## config.mk

```make
export PLATFORM = sky130hd
export DESIGN_NAME = bfp_deconverter
export DESIGN_NICKNAME = d
export VERILOG_FILES = /design/src/rtl/bfp_deconverter.sv
export SDC_FILE = /design/constraint.sdc
export NUM_CORES = 1
export LEC_CHECK = 0
export CAP_MARGIN = 20
export CORE_MARGIN = 5
export CORE_UTILIZATION = 50
export CTS_CLUSTER_DIAMETER = 50
export DETAILED_ROUTE_END_ITERATION = 8
export PLACE_DENSITY = 0.95
export SLEW_MARGIN = 20
export SYNTH_ARGS = -nofsm -noshare
export SYNTH_HDL_FRONTEND = slang
export SYNTH_SLANG_ARGS = --single-unit
```

## constraint.sdc

```tcl
create_clock -name i_clk -period 12 [get_ports i_clk]
set_input_delay 1.8 -clock i_clk [delete_from_list [all_inputs] [get_ports i_clk]]
set_output_delay 1.8 -clock i_clk [all_outputs]
set_load 0.05 [all_outputs]
```

## src/rtl/bfp_deconverter.sv

```systemverilog
// rtl/bfp_deconverter.sv - BFP group to per-element normalized FP expander
// Accepts one shared-exponent group per handshake and streams GRPSIZE FP elements out.
module bfp_deconverter #(
  parameter int GRPSIZE    = 16,
  parameter int FPEXPSIZE  = 8,
  parameter int FPMANSIZE  = 23,
  parameter int BFPEXPSIZE = 8,
  parameter int BFPMANSIZE = 3
) (
  input  logic                         i_clk,
  input  logic                         i_rst,
  input  logic                         i_valid,
  output logic                         i_ready,
  input  logic [BFPEXPSIZE-1:0]        i_bfp_exp,
  input  logic [BFPMANSIZE:0]          i_bfps [0:GRPSIZE-1],
  output logic                         o_valid,
  input  logic                         o_ready,
  output logic [FPEXPSIZE-1:0]         o_exp,
  output logic [FPMANSIZE:0]           o_man,
  output logic [$clog2(GRPSIZE)-1:0]   o_idx,
  output logic                         o_last
);

  localparam int IDXW = $clog2(GRPSIZE);

  localparam logic [0:0] S_IDLE  = 1'b0;
  localparam logic [0:0] S_DRAIN = 1'b1;

  logic [0:0]            state;
  logic [IDXW-1:0]       idx;
  logic [BFPEXPSIZE-1:0] grp_exp;
  logic [BFPMANSIZE:0]   grp_elem [0:GRPSIZE-1];

  logic                  accept;
  logic                  at_last;
  logic                  cur_sign;
  logic [BFPMANSIZE-1:0] cur_m;
  logic [BFPEXPSIZE:0]   lead_k;
  logic                  flush;
  logic [FPEXPSIZE-1:0]  norm_exp;
  logic [FPMANSIZE-1:0]  norm_man;

  assign o_valid = (state == S_DRAIN);
  assign at_last = (idx == IDXW'(GRPSIZE - 1));
  assign i_ready = (state == S_IDLE) | (o_valid & o_ready & at_last);
  assign accept  = i_valid & i_ready;

  // k = 1 + leading zeros of m; the highest set bit wins because it is visited last
  always_comb begin
    cur_sign = grp_elem[idx][BFPMANSIZE];
    cur_m    = grp_elem[idx][BFPMANSIZE-1:0];
    lead_k   = (BFPEXPSIZE+1)'(BFPMANSIZE);
    for (int b = 0; b < BFPMANSIZE; b++) begin
      if (cur_m[b]) lead_k = (BFPEXPSIZE+1)'(BFPMANSIZE - b);
    end
  end

  // Anything that would need a denormal is flushed to a signed zero
  always_comb begin
    flush    = (cur_m == '0) | (grp_exp == '0) | ({1'b0, grp_exp} <= lead_k);
    norm_exp = FPEXPSIZE'({1'b0, grp_exp} - lead_k);
    norm_man = (FPMANSIZE'(cur_m) << (FPMANSIZE - BFPMANSIZE)) << lead_k;
  end

  always_comb begin
    o_exp  = '0;
    o_man  = '0;
    o_idx  = '0;
    o_last = 1'b0;
    if (o_valid) begin
      o_idx  = idx;
      o_last = at_last;
      if (flush) begin
        o_man = {cur_sign, {FPMANSIZE{1'b0}}};
      end else begin
        o_exp = norm_exp;
        o_man = {cur_sign, norm_man};
      end
    end
  end

  always_ff @(posedge i_clk) begin
    if (i_rst) begin
      state <= S_IDLE;
      idx   <= '0;
    end else if (accept) begin
      state <= S_DRAIN;
      idx   <= '0;
    end else if (o_valid && o_ready) begin
      if (at_last) begin
        state <= S_IDLE;
        idx   <= '0;
      end else begin
        idx <= idx + IDXW'(1);
      end
    end
  end

  always_ff @(posedge i_clk) begin
    if (!i_rst && accept) begin
      grp_exp <= i_bfp_exp;
      for (int g = 0; g < GRPSIZE; g++) begin
        grp_elem[g] <= i_bfps[g];
      end
    end
  end

endmodule

```

==> results.json, run 1 <==
{
  "crit_required_ns": 10.20,
  "wirelength_met1_um": 2930,
  "fin_nets": 385,
  "drive_above_1_share_pct": 6.45,
  "synth.distinct_cells": 41,
  "rr_worst_depth": 6,
  "routed-wl-met3_um": 753,
  "overflow": 0,
  "path_max_fanout": 16,
  "total_power_w": 0.000590,
  "path_cells": "mux4_1, nand3_1, and4_1, inv_1, or2_1, ha_1, nand2_1, o221a_2, o31ai_1, a311oi_1, clkdlybuf4s50_1",
  "grt_usage_pct": 18.2,
  "cap_violations": 0,
  "cts_setup_buffers": 0,
  "postLayoutSetupSlackWorst_ns": 5.21,
  "postLayoutCellArea_um2": 4640,
  "worstSetupEndpointType": "output port",
  "die_area_um2": 8850,
  "area_growth_pct": 31.4,
  "tightest_slew_ns": 1.00,
  "via_per_inst": 5.23,
  "syn_avg_cell_area_um2": 16.9,
  "r2r_start": "idx[0]",
  "max_stage_delay_ns": 0.88,
  "hold_ws_ns": 0.549,
  "synthCells": 209,
  "startpoint_type": "flop",
  "synth_area_leader_cell": "edfxtp_1",
  "first_global_vias": 2204,
  "path_clk_slew_ns": 0.08,
  "netlist.area_leader.share_pct": 61.2,
  "grt_max_degree": 73,
  "synth_area_leaders": "edfxtp_1, mux4_1, dfxtp_1",
  "dpl.hpwl_um": 5500,
  "start_util_pct": 51.7,
  "fin_setup_tns_ns": 0,
  "hold_path_class": "flop to flop",
  "hold_depth": 2,
  "setup_violations": 0,
  "portBuffers": 93,
  "timing.final.max_slew_violations": 0,
  "die_x_um": 94.1,
  "worstPathArrival_ns": 4.99,
  "crit_type": "flop to output port",
  "drc": 0,
  "fin_crit_ns": 6.79,
  "final.period_utilization_pct": 56.6,
  "status": "completed",
  "yosysWarnings": 0,
  "p_leak_nw": 1.57,
  "synth-edff-count": 72,
  "crit_family": "compound AO/OA/AOI/OAI gates",
  "first_iter_violations": 108,
  "path_buf_inv": 2,
  "cp_slowest_cell": "dfxtp_1",
  "cts_sinks": 81,
  "rows": 30,
  "endpoint": "o_exp[5]",
  "ys_seq_area_share_pct": 66.3,
  "placedInstanceArea_um2": 4450,
  "vias": 2123,
  "max_freq_ghz": 0.147,
  "cts.path.max_buffers": 2,
  "cts_max_level": 3,
  "path_depth": 11,
  "final_common_cell": "clkdlybuf4s50_1",
  "power.density_nw_per_um2": 127,
  "syn_area_um2": 3530,
  "layout_common_cells": "clkdlybuf4s50_1, edfxtp_1, conb_1, mux4_1, nand2_1",
  "placeableCoreArea_um2": 6830,
  "ir_worst_vdd_mv": 0.113,
  "numCtsBuffers": 9,
  "cts_tree": "yes",
  "boundaryPins": 115,
  "gp_congestion": 0.735,
  "synth_ff_type": "edfxtp_1",
  "antenna_cells": 0,
  "grt_pass1_wl_um": 11600,
  "die-height_um": 94.1,
  "wl_per_cell_um": 18.6,
  "insertion_delay_ns": 0.35,
  "wl_met2_um": 3790,
  "antenna_found_initial": 0,
  "ys_seq_elements": 81,
  "r2r_slack_ns": 9.89,
  "ant_nets": 0,
  "hold_violations": 0,
  "reg2reg_to": "grp_elem[10][1]",
  "totalWireLength_um": 7550,
  "ctsHoldBuffers": 0,
  "ys_async_sr_fraction_pct": 0,
  "clockRootBuffer": "clkbuf_8",
  "fin_worst_skew_ns": 0.00699,
  "highest_layer": "met4",
  "dr.pass1.iters": 4,
  "slew_headroom_pct": 32.7,
  "dp_slack_ns": 5.59,
  "rsz0062_at_grt": "no",
  "cts_resized": 0
}
power breakdown:
part,total [W],internal [W],switching [W]
clock,0.000188,0.0000947,0.0000936
sequential,0.000324,0.000319,0.00000523
combinational,0.0000780,0.0000354,0.0000426
total,0.000590,0.000449,0.000141
sequential cells by signal, summed over array words and instances (netlist names), named ones only:
signal    cells
idx           4
grp_exp       8
o_valid       1
grp_elem     64
cell usage after synthesis, drive strengths merged, types with 4 or more instances:
cell / number
dfxtp: 9
inv: 4
nor2: 7
nand2: 12
nand3: 6
buf: 27
and2: 6
edfxtp: 72
mux4: 17
a311oi: 7
a21oi: 4
stage by stage:
step / util (%) / instances
floorplan: - / 229
global placement: 65.2 / 390
detailed placement: 65.2 / 390
CTS: 67.9 / 406
global route: 67.9 / 406
finish: 67.9 / 406
metal layers:
| layer | GRT usage [%] | vias to the layer above |
|---|---|---|
| met3 | 5.29 | 7 |
| met2 | 30.0 | 126 |
| met1 | 21.8 | 1011 |
| met5 | 0 | - |
| met4 | 8.66 | 0 |
| li1 | - | 979 |
area by class of cell:
class | instances | area, um2
Inverter | 4 | 15.0
Tap cell | 96 | 120
Clock inverter | 6 | 58.8
Timing Repair Buffer | 94 | 938
Sequential cell | 81 | 2340
Fill cell | 466 | 2190
Clock buffer | 10 | 128
Multi-Input combinational cell | 115 | 1040
worst min path at each step:
stage / start / end
global route: idx[3] / idx[3]
detailed placement: idx[1] / idx[1]
global placement: idx[1] / idx[1]
floorplan: idx[1] / flop
finish: idx[1] / idx[1]
CTS: idx[1] / flop
kinds of logic (layout without fill, tap and decap cells):
| family | count (synthesis) | count (layout) | synth area share (%) |
|---|---|---|---|
| buffers and inverters | 33 | 114 | 6.62 |
| AND/OR/NAND/NOR | 45 | 45 | 6.48 |
| AO/OA/AOI/OAI | 19 | 19 | 4.04 |
| adder cells (fa/ha/maj) | 4 | 4 | 1.63 |
| flip-flops | 81 | 81 | 66.3 |
| multiplexers | 20 | 20 | 13.3 |
| XOR/XNOR | 6 | 6 | 1.49 |
| other | 1 | 21 | 0.106 |
tightest hold or removal path: stages, from the launching register on:
cell and delay [ns]:
dfxtp_1 0.35, nand2_1 0.07, a21oi_1 0.08
(Power assumes the default switching activity.)
==> run 2: changes to the inputs <==
- CORE_UTILIZATION: 50 -> 46
- PLACE_DENSITY: 0.95 -> 0.9
- clock period: 12 -> 7.1 ns (I/O delays scaled with it)
==> run 2 against run 1 <==
Worst hold slack worse by 0.013 ns. Register-to-register slack worse by 4.9 ns. Combinational power increased by 67%. Critical path type unchanged.
==> results.json, run 2 (synthesized netlist as in run 1, its figures left out) <==
{
  "hold_path_class": "flop to flop",
  "path_cells": "mux4_1, nand3_1, and4_1, inv_1, or2_1, ha_1, nand2_1, o221a_2, o31ai_1, a311oi_1, clkdlybuf4s50_1",
  "totalWireLength_um": 6730,
  "ir_worst_vdd_mv": 0.182,
  "first_iter_violations": 82,
  "hp-start": "idx[1]",
  "antenna_cells": 0,
  "die-height_um": 97.6,
  "dpl.hpwl_um": 4950,
  "cap_violations": 0,
  "power_frac_clock_pct": 34.2,
  "vias": 2052,
  "fin_nets": 385,
  "cts_setup_buffers": 0,
  "total_power_w": 0.00103,
  "cts_tree": "yes",
  "crit_type": "flop to output port",
  "top_register": "grp_elem",
  "timing.final.max_slew_violations": 0,
  "drc": 0,
  "grt_pass1_wl_um": 10700,
  "grt_usage_pct": 14.4,
  "wl_per_cell_um": 16.4,
  "grt.busiest_layer": "met2",
  "tightest_slew_ns": 0.990,
  "grt_use_met1_pct": 16.0,
  "fin_crit_ns": 6.09,
  "path_clk_slew_ns": 0.08,
  "start_util_pct": 46.4,
  "insertion_delay_ns": 0.34,
  "cp_slowest_cell": "dfxtp_1",
  "reg_top3": "grp_elem: 64 flops, grp_exp: 8 flops, idx: 4 flops",
  "antenna_found_initial": 0,
  "comb_power_share_pct": 12.7,
  "boundaryPins": 115,
  "fin_setup_tns_ns": 0,
  "cts_max_level": 3,
  "gp_congestion": 0.840,
  "drive_above_1_share_pct": 6.49,
  "final.period_utilization_pct": 85.7,
  "ctsHoldBuffers": 0,
  "portBuffers": 93,
  "die_area_um2": 9530,
  "whs_endpoint": "idx[1]",
  "p_leak_nw": 1.57,
  "power.density_nw_per_um2": 220,
  "use_met2_pct": 24.7,
  "globalRouteMet3Util_pct": 5.81,
  "status": "completed",
  "worstPathArrival_ns": 5.02,
  "path_max_fanout": 16,
  "layout_common_cells": "clkdlybuf4s50_1, edfxtp_1, conb_1, mux4_1, nand2_1",
  "cts_resized": 0,
  "internal-power_w": 0.000792,
  "ant_nets": 0,
  "grt_max_degree": 73,
  "startpoint_type": "flop",
  "area_growth_pct": 32.2,
  "setup_violations": 0,
  "max_freq_ghz": 0.164,
  "r2r_start": "idx[0]",
  "placeableCoreArea_um2": 7610,
  "dr.pass1.iters": 4,
  "largest_reg_flops": 64,
  "worstSetupEndpointType": "output port",
  "r2r_slack_ns": 4.95,
  "clockRootBuffer": "clkbuf_8",
  "slew_headroom_pct": 33.4,
  "max_stage_delay_ns": 0.89,
  "rr_worst_depth": 6,
  "overflow": 0,
  "hold_violations": 0,
  "reg2reg_to": "grp_elem[15][3]",
  "numCtsBuffers": 9,
  "cts_sinks": 81,
  "hold_depth": 2,
  "fin_worst_skew_ns": 0.00589,
  "switching_share_pct": 22.9,
  "p_seq_share_pct": 53.2,
  "n_fill_cell": 576,
  "rsz0062_at_grt": "no",
  "final_common_cell": "clkdlybuf4s50_1",
  "via_per_inst": 5.00,
  "cts.path.max_buffers": 2,
  "rows": 32,
  "first_global_vias": 2182,
  "crit_required_ns": 6.03,
  "die_x_um": 97.6,
  "p_switching_w": 0.000236
}
## run 2: cell types whose count changed in the layout (fill, tap and decap cells not counted), sizes merged
| cell | previous run | this run |
|---|---|---|
| clkbuf | 10 | 9 |
| clkinv | 3 | 0 |
| clkinvlp | 2 | 3 |
| bufinv | 1 | 2 |
## run 2: cell type report
type                            instances  area [um2]  area share (%)
Inverter                                4        15.0           0.322
Timing Repair Buffer                   94         938            20.1
Clock inverter                          5        82.6            1.77
Clock buffer                            9         124            2.65
Sequential cell                        81        2340            50.2
Multi-Input combinational cell        115        1040            22.2
Tap cell                              102         128            2.73
## run 2: critical path: cells and delay by family (launching register included)
kind                     cells  cell delay (ns)
AO/OA/AOI/OAI                3             1.06
buffers and inverters        2             0.87
AND/OR/NAND/NOR              4             0.90
adder cells (fa/ha/maj)      1             0.29
multiplexers                 1             0.66
flip-flops                   1             0.89
## run 2: power by group through the flow
stage | combinational (W) | sequential (W) | clock [W]
global placement | 0.000127 | 0.000556 | 0
CTS | 0.000130 | 0.000547 | 0.000358
finish | 0.000130 | 0.000546 | 0.000351
global route | 0.000137 | 0.000548 | 0.000380
floorplan | 0.0000832 | 0.000555 | 0
detailed placement | 0.000130 | 0.000558 | 0
## run 2: worst max-delay path by stage
stage,endpoint,slack (ns),depth (start not counted)
3_5_place_dp,o_exp[0],1.39,10
5_1_grt,o_man[21],0.58,11
6_report,o_exp[5],1.01,11
3_3_place_gp,o_exp[0],1.55,11
2_1_floorplan,grp_elem[0][0],1.91,4
4_1_cts,o_exp[3],1.00,11
## run 2: layer usage
layer  wire length, um  vias up  share of wire [%]
met5                 0        -                  0
met4               116        0                1.7
met2              3360       95                 50
li1                  -      971                  -
met3               591       11                8.8
met1              2660      975                 40
## run 2: stage by stage
stage	instance area, um2	utilization, %	setup slack (ns)	hold WS [ns]	instances
final	4670	61.4	1.01	0.536	410
after global placement	4460	58.7	1.55	0.513	396
after detailed placement	4460	58.7	1.39	0.522	396
after global routing	4670	61.4	0.582	0.582	410
after floorplan	3610	-	1.91	0.474	229
after CTS	4670	61.4	1.00	0.537	410
==> run 3: changes to the inputs <==
- CORE_MARGIN: 5 -> 3
- GPL_ROUTABILITY_DRIVEN: unset -> 1
- SKIP_LAST_GASP: unset -> 1
==> run 3 against run 2 <==
Flip-flop and latch count stayed put. Sequential power barely moved. Non-clock buffer count unchanged. Via count decreased by 1.2%. Sequential share of layout area up 0.18 points. Register-to-register slack gained 0.04 ns. Power fell by 2.6%. Critical path depth is the same. Fmax up 0.26%. Clock power shrank 7.7%. Worst hold slack worse by 0.0049 ns. Critical endpoint unchanged. Largest power group unchanged.
==> results.json, run 3 (synthesized netlist as in run 1, its figures left out) <==
{
  "max_freq_ghz": 0.165,
  "ant_nets": 0,
  "wl_per_cell_um": 16.1,
  "die_area_um2": 8770,
  "path_clk_slew_ns": 0.08,
  "final.period_utilization_pct": 85.5,
  "grt_usage_pct": 16.0,
  "cts_tree": "yes",
  "n_fill_cell": 541,
  "startpoint_type": "flop",
  "cts_max_level": 3,
  "largest_reg_flops": 64,
  "cts_sinks": 81,
  "status": "completed",
  "fin_nets": 385,
  "top_register": "grp_elem",
  "postLayoutCellArea_um2": 4650,
  "totalWireLength_um": 6600,
  "vias": 2027,
  "die_x_um": 93.6,
  "first_iter_violations": 71,
  "numCtsBuffers": 9,
  "power.density_nw_per_um2": 215,
  "cts.path.max_buffers": 2,
  "layout_common_cells": "clkdlybuf4s50_1, edfxtp_1, conb_1, mux4_1, nand2_1",
  "grt_pass1_wl_um": 10400,
  "area_growth_pct": 31.7,
  "placedInstanceArea_um2": 4460,
  "hold_path_class": "flop to flop",
  "dpl.hpwl_um": 4750,
  "p_leak_nw": 1.57,
  "gp_congestion": 0.839,
  "slew_headroom_pct": 32.0,
  "antenna_found_initial": 0,
  "rsz0062_at_grt": "no",
  "path_max_fanout": 16,
  "insertion_delay_ns": 0.34,
  "hold_ws_ns": 0.531,
  "fin_crit_ns": 6.07,
  "die-height_um": 93.6,
  "grt_max_degree": 73,
  "start_util_pct": 47.9,
  "timing.final.max_slew_violations": 0,
  "crit_required_ns": 6.03,
  "placeableCoreArea_um2": 7370,
  "portBuffers": 93,
  "ctsHoldBuffers": 0,
  "cap_violations": 0,
  "worstPathArrival_ns": 5.01,
  "dr.pass1.iters": 6,
  "cts_resized": 0,
  "hold_violations": 0,
  "final_common_cell": "clkdlybuf4s50_1",
  "antenna_cells": 0,
  "overflow": 0,
  "via_per_inst": 4.96,
  "cts_setup_buffers": 0,
  "crit_type": "flop to output port",
  "rows": 31,
  "fin_setup_tns_ns": 0,
  "drc": 0,
  "fin_worst_skew_ns": 0.0112,
  "setup_violations": 0,
  "ir_worst_vdd_mv": 0.159,
  "tightest_slew_ns": 1.01,
  "first_global_vias": 2153,
  "drive_above_1_share_pct": 6.45,
  "boundaryPins": 115,
  "reg_top3": "grp_elem: 64 flops, grp_exp: 8 flops, idx: 4 flops",
  "worstSetupEndpointType": "output port",
  "clockRootBuffer": "clkbuf_8"
}
run 3: cell count changes in the layout (fill, tap and decap cells not counted):
cell        previous run  this run
bufinv_16              2         1
clkbuf_1               0         1
clkinv_1               0         1
clkinv_4               0         1
clkinvlp_4             3         2
inv_6                  0         1
run 3: critical path, cell delays in order (launching register included):
cell             delay (ns)
dfxtp_1                0.90
mux4_1                 0.64
nand3_1                0.09
and4_1                 0.47
inv_1                  0.12
or2_1                  0.26
ha_1                   0.30
nand2_1                0.06
o221a_2                0.11
o31ai_1                0.81
a311oi_1               0.14
clkdlybuf4s50_1        0.76
run 3: through the flow:
step | setup slack [ns] | power, W | std cells | util [%]
floorplan | 1.91 | 0.000639 | 229 | -
global placement | 1.59 | 0.000683 | 393 | 60.5
detailed placement | 1.36 | 0.000688 | 393 | 60.5
CTS | 0.986 | 0.00101 | 409 | 63.1
global route | 0.646 | 0.00104 | 409 | 63.1
finish | 1.03 | 0.00100 | 409 | 63.1
run 3: worst paths after layout:
kind              cells past startpoint    from  slack (ns)               to
setup / recovery                     11    flop        1.03         o_exp[5]
hold / removal                        2  idx[1]        0.53           idx[1]
setup reg to reg                      6  idx[0]        4.99  grp_elem[12][3]
hold reg to reg                       2  idx[1]        0.53           idx[1]
run 3: power breakdown:
part	switching, W	internal [W]	leakage, nW
combinational	0.0000704	0.0000596	0.739
clock	0.000161	0.000163	0.0905
sequential	0.00000803	0.000538	0.739
run 3: layout make-up:
type | count | area [um2] | area share [%]
clock buffer | 10 | 128 | 2.74
clock inverter | 6 | 66.3 | 1.43
inverter | 4 | 15.0 | 0.323
multi-input combinational | 115 | 1040 | 22.3
sequential | 81 | 2340 | 50.3
tap | 99 | 124 | 2.66
timing repair buffer | 94 | 938 | 20.2
run 3: routing by layer:
layer	share of wire (%)	global-route usage, %	vias up	wire length [um]
met5	0	0	-	0
met4	1.2	7.10	0	78
met3	7.5	3.94	8	495
met2	53	27.5	93	3470
met1	39	19.0	954	2550
li1	-	-	972	-
==> edit 1 (flow settings as in run 2) <==
Make the reset (`i_rst`) asynchronous in one clocked block.
--- a/src/rtl/bfp_deconverter.sv
+++ b/src/rtl/bfp_deconverter.sv
@@ -81,3 +81,3 @@
 
-  always_ff @(posedge i_clk) begin
+  always_ff @(posedge i_clk or posedge i_rst) begin
     if (i_rst) begin
Check against the original RTL: differs if i_rst is asserted again (counterexample within 4 cycles, from zero or initial values and one cycle with i_rst high); with i_rst held inactive, the same outputs for 4 cycles.
==> edit 1 against run 2 <==
- critical path type unchanged
- global-route usage grew 0.40 points
- sequential cell count shrank 4
- utilization grew 1.3 points
- critical endpoint is now o_exp[0]
- final area shrank 2.0%
- setup slack gained 690 ps
- synthesized area shrank 1.8%
- routed wire length grew 0.25%
- count of clock-buffer cells in the layout is the same
Power is not compared: it rests on default switching activity, and its combinational part moved more than twofold at a synthesized area within 25%.
==> edit 1: results (changes against run 2) <==
compound-cell area share of the yosys netlist=0.05265 (was 0.04038); Final #Nets=382 (was 385); Tightest Hold Check Type=reg -> reg (unchanged); Reg-to-Reg Start=idx[0]$_DFFE_PP0P_ (was idx[0]$_SDFFE_PP0P_); slowest stage delay, CP=850 ps (was 890 ps); status=complete, no violations (unchanged); Pleak=0.001595 uW; pin count of the biggest net entering global routing=54 (was 73); Synth Area in Adders=0.01659 (was 0.01629); ys async rst share=0.06494 (was 0); hpwl dp=5230 um (was 4946 um); CP Capture Point=o_exp[0] (was o_exp[5]); met3 wire len=626 um (was 591 um); clock slew at reported path FFs=70 ps; Area contributors post-synth=edfxtp_1 62%, mux4_2 7.8%, buf_4 4.8% (was edfxtp_1 61%, mux4_1 11%, dfxtp_1 5.1%); Initial DRT Pass Iterations=6 (was 4); Worst Path Max Fanout=18 (was 16); R2R Setup Slk=3930 ps (was 4950 ps); WL met1=2630 um (was 2660 um); routability cong.=0.7531 (was 0.8396); reg2reg end=grp_elem[13][0]$_DFFE_PP_ (was grp_elem[15][3]$_DFFE_PP_); Crit. Startpoint=idx[2]$_DFFE_PP0P_; WL final=6747 um (was 6730 um); Distinct cells, synth=41 (unchanged); Synth Area in XOR/XNOR=0.01262 (was 0.01488); synth cell count leaders=72 x edfxtp_1, 22 x buf_4, 14 x nand2_1 (was 72 x edfxtp_1, 22 x buf_4, 15 x mux4_1); CP delay by family, top=simple AND/OR/NAND/NOR gates (was compound AO/OA/AOI/OAI gates); GRT Total Usage=0.1481 (was 0.1441); Setup Skew=6.896 ps (was 5.888 ps); worst skew pair latency=340 ps (about the same); cells on worst reg2reg path=7 (was 6); Vias=2039 (was 2052); Critical Path Slowest Stage Cell=clkdlybuf4s50_1 (was dfxtp_1); initial antenna violation count=0 (unchanged); global-route wire length before repair=10940 um (was 10690 um); total CTS buffers=9 (unchanged); CTS root buffer=clkbuf_8 (unchanged); mux contribution to synthesized area=0.1259 (was 0.1332); Top FF cell, synth=edfxtp_1 (unchanged); normalized max-slew margin=0.5185 (was 0.3344); Seq/Total Area, Yosys=0.6592 (was 0.6631); number of global-route vias before repair=2241 (was 2182); layout cells sized above 1=0.1148 (was 0.06494); Inserted Diodes=0 (unchanged); Iteration-0 DRC Markers=71 (was 82); WL met2=3394 um (was 3360 um)
[edit 1: worst min path at each step]
stage	slack [ps]	start	cells past startpoint	end
5_1_grt	810	idx[3]$_DFFE_PP0P_	1	idx[3]$_DFFE_PP0P_
6_report	760	idx[3]$_DFFE_PP0P_	1	idx[3]$_DFFE_PP0P_
3_5_place_dp	750	idx[3]$_DFFE_PP0P_	1	idx[3]$_DFFE_PP0P_
2_1_floorplan	670	idx[0]$_DFFE_PP0P_	2	idx[0]$_DFFE_PP0P_
3_3_place_gp	760	idx[3]$_DFFE_PP0P_	1	idx[3]$_DFFE_PP0P_
4_1_cts	770	idx[3]$_DFFE_PP0P_	1	idx[3]$_DFFE_PP0P_
[edit 1: logic make-up after synthesis]
family | after synthesis
and+or+nand+nor | 42
xor gates and xnor gates | 5
buffers and inverters | 35
muxes | 20
DFF | 77
other | 1
adders and majority gates | 4
AOI/OAI and AO/OA | 22
[edit 1: where the power goes]
group          switching (uW)  leakage, uW  internal [uW]
logic                     480     0.000796            337
registers                60.2     0.000704            520
clock network             149    0.0000947            157
total                     690      0.00159           1010
[edit 1: layer usage]
metal  up-vias  GRT usage
met4         0    0.06263
met5         -          0
li1        953          -
met1       975     0.1729
met3        10    0.05683
met2       101     0.2442
[edit 1: layout make-up]
cell class / instances / area [um^2]
clock buffer: 9 / 123.9
clock inverter: 5 / 53.80
fill: 531 / 2719
inverter: 5 / 18.77
multi-input combinational: 114 / 1020
sequential: 77 / 2287
tap: 99 / 123.9
timing repair buffer: 95 / 945.9
[edit 1: through the flow]
| step | instance area [um^2] | worst slack, ps | power, uW | std cells |
|---|---|---|---|---|
| 6_report | 4573 | 1702 | 1705 | 404 |
| 5_1_grt | 4573 | 1435 | 1793 | 404 |
| 4_1_cts | 4573 | 1673 | 1719 | 404 |
| 3_5_place_dp | 4395 | 2060 | 1414 | 390 |
| 3_3_place_gp | 4395 | 2197 | 1393 | 390 |
| 2_1_floorplan | 3545 | 2361 | 1202 | 226 |
==> edit 2 (config.mk and constraints of run 2) <==
Made on the original files. Change the parameter `BFPEXPSIZE` from 8 to 4.
--- a/src/rtl/bfp_deconverter.sv
+++ b/src/rtl/bfp_deconverter.sv
@@ -6,3 +6,3 @@
   parameter int FPMANSIZE  = 23,
-  parameter int BFPEXPSIZE = 8,
+  parameter int BFPEXPSIZE = 4,
   parameter int BFPMANSIZE = 3
Interface: changed (resized i_bfp_exp); port bits go from 115 to 111. No check against the original RTL was run, so the function may have changed too.
==> edit 2 against run 2 <==
- sequential cell count is 4 lower
- via count is 7.6% lower
- clock power is 12% higher
- setup slack better by 280 ps
- synthesized area is 5.3% lower
- power is 0.28% higher
- final area is 4.4% lower
- register-to-register slack better by 70 ps
- routed wire length is 8.0% lower
==> edit 2: results (changes against run 2) <==
Pleak=0.001528 uW (was 0.001572 uW); Post-synth EDFFs=68 (was 72); layout cells sized above 1=0.07534 (was 0.06494); Slew @ Worst Pin=836.2 ps (was 989.9 ps); H-tree depth=3 (unchanged); Iteration-0 DRC Markers=85 (was 82); Reg power frac=0.502 (was 0.532); Largest regs=grp_elem x64, grp_exp x4, idx x4 (was grp_elem x64, grp_exp x8, idx x4); max layer used=met4 (unchanged); WL met1=2387 um (was 2660 um); Post-CTS Setup Repair Bufs=0 (unchanged); Setup Skew=8.654 ps (was 5.888 ps); Hold WS=516.1 ps (was 536.0 ps); hold depth=2 (unchanged); M1 GR Usage=0.1618 (was 0.1602); Inserted Diodes=0 (unchanged); cells on worst reg2reg path=6 (unchanged); Final #Nets=363 (was 385); R2R Setup Slk=5020 ps (was 4950 ps); global routing usage on met3=0.03867 (was 0.05815); Post-DP Area=4217 um^2 (was 4462 um^2); pre-CTS setup slack=1648 ps (was 1385 ps); global-route wire length before repair=9694 um (was 10690 um); number of global-route vias before repair=1966 (was 2182); Worst Path Max Fanout=9 (was 16); initial antenna violation count=0 (unchanged); status=complete, no violations (unchanged); worst skew pair latency=340 ps (about the same); Distinct cells, synth=37 (was 41); Via density=4.849 (was 5.005); ys async rst share=0 (unchanged); Vias=1896 (was 2052); fillers=541 (was 576); Reg-to-Reg Start=idx[0]$_SDFFE_PP0P_ (unchanged); routability cong.=0.7388 (was 0.8396); Mapped Avg Cell Area=17.07 um^2 (was 16.90 um^2); cts repair resizes=0 (unchanged); met3 wire len=523 um (was 591 um); hpwl dp=4521 um (was 4946 um); yosys warns=0 (unchanged); Port-buffer cells=88 (was 93); reg2reg end=grp_elem[6][3]$_DFFE_PP_ (was grp_elem[15][3]$_DFFE_PP_); Seq/Total Area, Yosys=0.6642 (was 0.6631); pin count of the biggest net entering global routing=69 (was 73); Cell Count Post-Placement=375 (was 396); Tightest Hold Check Type=reg -> reg (unchanged); total CTS buffers=9 (unchanged); Min-Delay Startpoint=idx[1]$_SDFFE_PP0P_ (unchanged); # setup viols final=0 (unchanged); Area contributors post-synth=edfxtp_1 61%, mux4_1 12%, buf_4 5.6% (was edfxtp_1 61%, mux4_1 11%, dfxtp_1 5.1%); synth cell count leaders=68 x edfxtp_1, 25 x buf_4, 15 x mux4_1 (was 72 x edfxtp_1, 22 x buf_4, 15 x mux4_1); Yosys top cell area share=0.6103 (was 0.6121); WL final=6193 um (was 6730 um); Global Route met2 Usage=0.2606 (was 0.2472); P_sw=230.6 uW (was 235.6 uW); Critical Path AT=4740 ps (was 5020 ps); GRT Total Usage=0.1448 (was 0.1441); WL met2=3205 um (was 3360 um); Peak supply drop=0.2305 mV (was 0.1825 mV)
edit 2: cell type report:
type	count	area, um^2	area share
flip-flops and latches	77	2222	0.4980
clock inverters	7	121.4	0.02720
clock buffers	9	123.9	0.02776
inverters	5	18.77	0.004206
repair buffers	90	895.9	0.2008
multi-input cells	104	955.9	0.2142
well taps	99	123.9	0.02776
edit 2: worst max-delay path by stage:
| stage | startpoint | slack [ps] | end |
|---|---|---|---|
| 3_5_place_dp | register | 1650 | o_exp[3] |
| 2_1_floorplan | register | 1910 | o_exp[3] |
| 6_report | register | 1300 | o_exp[3] |
| 3_3_place_gp | register | 1870 | o_exp[3] |
| 5_1_grt | register | 840 | o_exp[3] |
| 4_1_cts | register | 1240 | o_exp[3] |
edit 2: worst max-delay path: stages (launching register included):
cell and delay, ps:
dfxtp_1 470, mux4_1 590, nand3_1 90, and4_1 390
inv_1 100, or2_1 230, ha_1 210, fa_1 420
a2111oi_0 600, mux2i_1 190, a311oi_1 270, clkdlybuf4s50_1 840
edit 2: power by group through the flow:
stage | registers, uW | clock network [uW] | logic (uW)
2_1_floorplan | 527 | 0 | 76.5
5_1_grt | 519 | 421 | 126
3_3_place_gp | 527 | 0 | 117
3_5_place_dp | 528 | 0 | 119
4_1_cts | 518 | 402 | 119
6_report | 517 | 394 | 119
edit 2: kinds of logic (layout without fill, tap and decap cells):
logic type / count (synthesis) / after routing / synth area share
xor gates and xnor gates: 2 / 2 / 0.005237
buffers and inverters: 36 / 111 / 0.07592
other: 1 / 22 / 0.001121
muxes: 21 / 21 / 0.1436
adders and majority gates: 4 / 4 / 0.01720
AOI/OAI and AO/OA: 17 / 17 / 0.03590
DFF: 77 / 77 / 0.6642
and+or+nand+nor: 38 / 38 / 0.05685
